**config.mk**
```make
export PLATFORM = sky130hd
export DESIGN_NAME = sync_req_arbiter
export DESIGN_NICKNAME = d
export VERILOG_FILES = /design/src/rtl/sync_req_arbiter.sv
export SDC_FILE = /design/constraint.sdc
export NUM_CORES = 1
export LEC_CHECK = 0
export BUFFER_PORTS_ARGS = -buffer_cell sky130_fd_sc_hd__buf_2
export CORE_MARGIN = 2
export CORE_UTILIZATION = 50
export DETAILED_ROUTE_END_ITERATION = 10
export GPL_TIMING_DRIVEN = 0
export PLACE_DENSITY_LB_ADDON = 0.12
export SYNTH_ARGS = -nofsm -noshare
export SYNTH_HDL_FRONTEND = slang
export SYNTH_SLANG_ARGS = --single-unit
```
**constraint.sdc**
```tcl
create_clock -name clk -period 2 [get_ports clk]
set_input_delay 0.4 -clock clk [delete_from_list [all_inputs] [get_ports clk]]
set_output_delay 0.4 -clock clk [all_outputs]
set_load 0.005 [all_outputs]
```
**src/rtl/sync_req_arbiter.sv**
```systemverilog
// Synchronizes NUM_REQ asynchronous request lines, holds their rising edges as pending
// requests and serves them round-robin on one shared resource with a done/timeout handshake.
module sync_req_arbiter #(
  parameter int unsigned NUM_REQ        = 4,
  parameter bit          SYNC_IDLE      = 1'b0,
  parameter int unsigned TIMEOUT_CYCLES = 255
) (
  input  logic                       clk,
  input  logic                       rst,
  input  logic [NUM_REQ-1:0]         async_req,
  input  logic                       res_done,
  input  logic                       clr_overrun,
  output logic                       res_start,
  output logic [$clog2(NUM_REQ)-1:0] res_sel,
  output logic [NUM_REQ-1:0]         grant,
  output logic                       active,
  output logic [NUM_REQ-1:0]         overrun,
  output logic                       timeout
);

  localparam int unsigned SEL_W = $clog2(NUM_REQ);
  localparam int unsigned CNT_W = $clog2(TIMEOUT_CYCLES + 1);
  localparam logic [NUM_REQ-1:0] IDLE_VEC = {NUM_REQ{SYNC_IDLE}};

  typedef enum logic [1:0] {
    ST_IDLE      = 2'd0,
    ST_START     = 2'd1,
    ST_WAIT_DONE = 2'd2
  } state_e;

  logic [NUM_REQ-1:0] meta_q, sync_q, prev_q;
  logic [NUM_REQ-1:0] edge_c;

  state_e             state_q, state_d;
  logic [NUM_REQ-1:0] pending_q, pending_d;
  logic [NUM_REQ-1:0] overrun_q, overrun_d;
  logic [NUM_REQ-1:0] grant_q, grant_d;
  logic [SEL_W-1:0]   sel_q, sel_d;
  logic [SEL_W-1:0]   last_q, last_d;
  logic [CNT_W-1:0]   cnt_q, cnt_d;
  logic               start_q, start_d;
  logic               active_q, active_d;
  logic               timeout_q, timeout_d;

  logic [NUM_REQ-1:0] pend_clr_c;
  logic               pick_found_c;
  logic [SEL_W-1:0]   pick_idx_c;
  logic [SEL_W-1:0]   cand_c;

  // Two-flop synchronizer plus edge-history flop per channel
  always_ff @(posedge clk or posedge rst) begin
    if (rst) begin
      meta_q <= IDLE_VEC;
      sync_q <= IDLE_VEC;
      prev_q <= IDLE_VEC;
    end else begin
      meta_q <= async_req;
      sync_q <= meta_q;
      prev_q <= sync_q;
    end
  end

  assign edge_c = sync_q & ~prev_q;

  // Round-robin search starting just after the last served channel
  always_comb begin
    pick_found_c = 1'b0;
    pick_idx_c   = '0;
    cand_c       = '0;
    for (int unsigned k = 1; k <= NUM_REQ; k++) begin
      cand_c = SEL_W'((32'(last_q) + k) % NUM_REQ);
      if (!pick_found_c && pending_q[cand_c]) begin
        pick_found_c = 1'b1;
        pick_idx_c   = cand_c;
      end
    end
  end

  always_comb begin
    state_d    = state_q;
    pend_clr_c = '0;
    grant_d    = grant_q;
    sel_d      = sel_q;
    last_d     = last_q;
    cnt_d      = cnt_q;
    start_d    = 1'b0;
    active_d   = active_q;
    timeout_d  = 1'b0;

    case (state_q)
      ST_IDLE: begin
        if (pick_found_c) begin
          state_d                = ST_START;
          sel_d                  = pick_idx_c;
          grant_d                = NUM_REQ'(1) << pick_idx_c;
          pend_clr_c[pick_idx_c] = 1'b1;
          start_d                = 1'b1;
          active_d               = 1'b1;
        end
      end
      ST_START: begin
        cnt_d   = '0;
        state_d = ST_WAIT_DONE;
      end
      ST_WAIT_DONE: begin
        cnt_d = cnt_q + CNT_W'(1);
        // res_done wins over an expiring counter in the same cycle
        if (res_done || (cnt_q == CNT_W'(TIMEOUT_CYCLES - 1))) begin
          state_d   = ST_IDLE;
          grant_d   = '0;
          active_d  = 1'b0;
          last_d    = sel_q;
          timeout_d = !res_done;
        end
      end
      default: begin
        state_d  = ST_IDLE;
        grant_d  = '0;
        active_d = 1'b0;
      end
    endcase

    // A new edge always wins over the grant-time clear / overrun clear
    pending_d = (pending_q & ~pend_clr_c) | edge_c;
    overrun_d = (clr_overrun ? '0 : overrun_q) | (edge_c & pending_q);
  end

  always_ff @(posedge clk or posedge rst) begin
    if (rst) begin
      state_q   <= ST_IDLE;
      pending_q <= '0;
      overrun_q <= '0;
      grant_q   <= '0;
      sel_q     <= '0;
      last_q    <= SEL_W'(NUM_REQ - 1);
      cnt_q     <= '0;
      start_q   <= 1'b0;
      active_q  <= 1'b0;
      timeout_q <= 1'b0;
    end else begin
      state_q   <= state_d;
      pending_q <= pending_d;
      overrun_q <= overrun_d;
      grant_q   <= grant_d;
      sel_q     <= sel_d;
      last_q    <= last_d;
      cnt_q     <= cnt_d;
      start_q   <= start_d;
      active_q  <= active_d;
      timeout_q <= timeout_d;
    end
  end

  assign res_start = start_q;
  assign res_sel   = sel_q;
  assign grant     = grant_q;
  assign active    = active_q;
  assign overrun   = overrun_q;
  assign timeout   = timeout_q;

endmodule

```
# Word-level counts from Yosys, hierarchy flattened
# Index checks and enable logic that the tools add are counted.
# Widths: inputs -> output; s select.
[totals]
memories = 0
regBits = 41
rom_bits = 0
out_inout_bits = 13
mem_bits_rw = 0
latchBits = 0
[classes]
n_bitwise = 8
multipliers = 0
n_div = 0
magnitude_cmp = 6
muxes = 35
reduce_logical = 15
n_addsub = 5
shifts = 1
n_eq_ne = 5
[op_table]
columns = ["operator", "count"]
rows = [
  ["$mux 4", 5],
  ["$pmux 8 s2", 1],
  ["$lt 2x3->1 const B", 5],
  ["$mux 1", 15],
  ["$and 4x4->4", 3],
  ["$mux 2", 6],
  ["$pmux 4 s3", 1],
  ["$add 8x1->8 const B", 1],
  ["$bmux 1 s2", 4],
  ["$eq 8x8->1 const B", 1],
  ["$not 4->4", 2],
  ["$or 4x4->4", 2],
  ["$pmux 2 s3", 1],
  ["$reduce_and 2->1", 3],
  ["$add 2x1->2 const B", 2],
  ["$add 2x2->2 const B", 2],
  ["$logic_and 1x1->1", 4],
  ["$logic_not 1->1", 4],
  ["$ne 2x2->1 const B", 2],
  ["$shl 1x2->4 const A", 1],
  ["$pmux 1 s3", 1],
  ["$reduce_and 3->1", 1],
  ["$demux 1 s2", 1],
  ["$eq 2x1->1 const B", 1],
  ["other kinds (6)", 6],
]

# Depth between registers and ports, before layout
[depth]
depth_word = 22
mapped_depth = 6

# Worst setup path after synthesis
# OpenSTA, ideal clock, no wires.
[synth_path]
path_type = "register -> register"
startpoint = "register state_q[0]"
endpoint = "register state_q[0]"
arrival_time_ns = 1.373
required_ns = 1.873
path_stages_with_launch = 7
setup_ns = 0.127
period_less_slack_ns = 1.499
path_buffers = 0
setup_slack_ns = 0.501
path_cell_list = "dfrtp_1 inv_1 ha_1 nand2b_1 o21bai_4 nor2b_1 o2bb2a_1"
[synth_via]
elab_chain_cells = 3
word_cells_on_any_way = 7
cone_classes = "eq/ne (4); mux (1); reduce/logical (2)"
[synth_lines]
columns = ["element", "line_no", "text"]
rows = [
  ["from (decl)", "34", "state_e state_q, state_d;"],
  ["from (signal assigned)", "141", "state_q <= state_d;"],
  ["$eq 2x2->1 / $logic_not 2->1 (equally long branches)", "90", "case (state_q)"],
  ["$ne 2x2->1 (no line)", "--", ""],
  ["$reduce_and 2->1 (no line)", "--", ""],
]
# Several ways; a longest one is shown, not always the timed one.
# A chain may end at the register's enable or synchronous reset.

# Final worst setup path
[layout_path]
startpoint = "register state_q[0]"
endpoint = "register cnt_q[7]"
[layout_via]
elab_chain_cells = 2
word_cells_on_any_way = 4
cone_classes = "eq/ne (2); mux (1); reduce/logical (1)"
[layout_lines]
columns = ["element", "line_no", "text"]
rows = [
  ["$eq 2x2->1 / $eq 2x1->1 (equally long branches)", "90", ""],
  ["$pmux 8 s2 / $reduce_bool 2->1 (equally long branches)", "--", ""],
  ["to (signal assigned)", "147", "cnt_q <= cnt_d;"],
  ["to (decl)", "40", "logic [CNT_W-1:0] cnt_q, cnt_d;"],
]
# Several ways; a longest one is shown, not always the timed one.

==> reports/metrics.cfg <==
[outcome]
outcome=completed

[layout]
register_area_mm2=0.00103
layout.cells.most_common_list=39 x dfrtp_1, 21 x buf_2, 13 x inv_1, 10 x nand2_1, 10 x nor2_1
final_common_cell=dfrtp_1
multi_input_area_um2=679
instances_no_fill=226
area_delta_synth_final_pct=13.7
fillers=318
fin_nets=192
final_layout_size_suffix_gt1_share_pct=24.4
diodes=0
final_util_pct=59.7

[sta]
relSlewSlack_pct=45.5
worst_slew_pin_slew_ns=0.817
finalMaxSlewViolations=0
setup_slack_ns=0.247
fin_setup_tns_ns=0
setup_violations=0
fin_skew_ns=0.00792
min_period_over_period_pct=87.6
rsz0062_at_grt=no
finalCriticalPeriod_ns=1.75
hold_viol=0
fmax_mhz=571

[floorplan]
core_mm2=0.00336
chipHeight_um=63.4
die_area_mm2=0.00402
die_w_um=63.4
boundaryPins=21
row_count=21
initial_core_util_pct=52.5

[synth]
synth_top_cells_by_area=dfrtp_1 55%, ha_1 3.5%, dfstp_2 3.0%, inv_1 3.0%, nor2b_1 2.5%
synth_cell_type_count=38
async_flop_share_pct=100
yosys_warnings=0
synth_seq_area_share_pct=58.3
synth-seq-cells=41
ys.flop_type=dfrtp_1
avgSynthCellArea_um2=11.6
synth-edff-count=0
synth_top_area_share_pct=55.3
yosysTopAreaCell=dfrtp_1
syn_area_mm2=0.00177
syn_nets=165
syn_inst=152

[clocking]
post_cts_buffers=0
cts_max_path_buffers=2
cts.htree.levels=2
path_clk_slew_ns=0.12
root_buffer=clkbuf_4
clk_latency_ns=0.34
cts-hold-fix-buffers=0
cts_sinks=41
cts_tree=done
cts-resized-gates=0
cts_buffers=5

[detailed_routing]
first_pass_iters=4
wl_per_cell_um=13.2
routed_wl_mm=2.98
drcViolationCount=0
num_vias=1199
drt_iter0_markers=43
vias_per_cell=5.31
ant_nets=0

[setup_path]
worstSetupPathType=reg -> reg
critPathCaptureType=flip-flop
cp_max_fo=10
critPathLaunchType=flip-flop
cp.buffers_inverters=2
critical-path-top-delay-family=simple AND/OR/NAND/NOR gates
arrival_ns=2.02
cp_cell_sequence=inv_1 -> ha_1 -> buf_2 -> nand4_1 -> or3_1 -> a21oi_1
slowest_stage=dfrtp_1
critPathRequiredTime_ns=2.27
cpPeakStageDelay_ns=0.39

[place]
place_congestion=0.749
io_buffers=20
dp_cells=218
pre_cts_ws_ns=0.296
place_hpwl_mm=2.15

[job]
max-cap-violations=0

[grt]
antenna_found_initial=0
grtUsageTotal_pct=16.9
grt_pass1_vias=1210
grt_pass1_wl_mm=5.35
overflow=0
grt_max_degree=42

[pwr]
total_power_mw=2.76
peakVddDrop_mv=0.695
leakagePower_nw=0.939
p_per_area_mw_per_mm2=1380

[worst_hold_path]
hold_class=in -> reg

-- synth_stat cells (2+ instances only) --
master / number
o22ai_1: 3
dfstp_2: 2
mux2_2: 2
ha_1: 5
nand2b_1: 4
nor2_1: 10
mux2i_1: 3
or3_1: 2
o2bb2ai_1: 4
nor2b_1: 7
dfrtp_1: 39
o21ai_1: 2
a31oi_1: 4
a21o_1: 3
a21oi_1: 5
inv_1: 14
o21ai_0: 8
nand2_1: 10
nand3_1: 5
nor3_1: 2
-- area by class of cell --
type / instances / area share, %
Buffer: 1 / 0.249
Clock buffer: 5 / 1.87
Clock inverter: 3 / 2.31
Inverter: 14 / 2.62
Multi-Input combinational cell: 96 / 33.9
Sequential cell: 41 / 51.2
Tap cell: 46 / 2.87
Timing Repair Buffer: 20 / 4.99
-- routing by layer --
layer,vias up,GRT usage (%),routed length [µm],share of wire [%]
met5,-,0,0,0
met2,25,25.8,1350,45
li1,587,-,-,-
met4,0,4.89,33,1.1
met1,583,23.8,1490,50
met3,4,4.82,105,3.5
-- final timing paths --
kind                                    from   endpoint  slack (ns)  cells past startpoint
worst max-delay path              state_q[0]   cnt_q[7]        0.25                      6
worst min-delay path            async_req[0]  meta_q[0]        0.15                      1
worst max register to register    state_q[0]   cnt_q[7]        0.25                      6
worst min register to register     meta_q[2]  sync_q[2]        0.36                      0
max in group asynchronous                rst   cnt_q[6]        1.29                      2
min in group asynchronous                rst   grant[0]        0.20                      2
-- worst reg2reg max path: stages (launching register included) --
cell	delay, ns
dfrtp_1	0.39
inv_1	0.07
ha_1	0.28
buf_2	0.20
nand4_1	0.23
or3_1	0.36
a21oi_1	0.16
-- per-stage QoR --
stage,hold slack [ns],instance area (µm²)
after CTS,0.135,2010
after global placement,0.332,1920
after global routing,0.116,2010
after detailed placement,0.335,1920
after floorplan,0.331,1770
final,0.150,2010
-- where the power goes --
group	switching, mW	total (mW)	internal, mW
clock	0.268	0.533	0.265
combinational	0.558	1.02	0.462
sequential	0.177	1.21	1.03
-- cells by family (layout without fill, tap and decap cells) --
| logic type | after synthesis | in the layout | synth area share (%) |
|---|---|---|---|
| simple gates | 47 | 47 | 14.9 |
| flops | 41 | 41 | 58.3 |
| compound gates | 38 | 38 | 16.6 |
| buf+inv | 15 | 43 | 3.26 |
| fa+ha+maj | 5 | 5 | 3.54 |
| mux | 5 | 5 | 2.98 |
| xor+xnor | 1 | 1 | 0.496 |
-- sequential cells by signal (all words and copies together), names as in the netlist --
register and flops:
active 1, cnt_q 8, grant 4, last_q 2, meta_q 4, overrun 4, pending_q 4, prev_q 4
res_sel 2, res_start 1, state_q 2, sync_q 4, timeout 1
No activity file was read; power rests on OpenSTA's default activity.
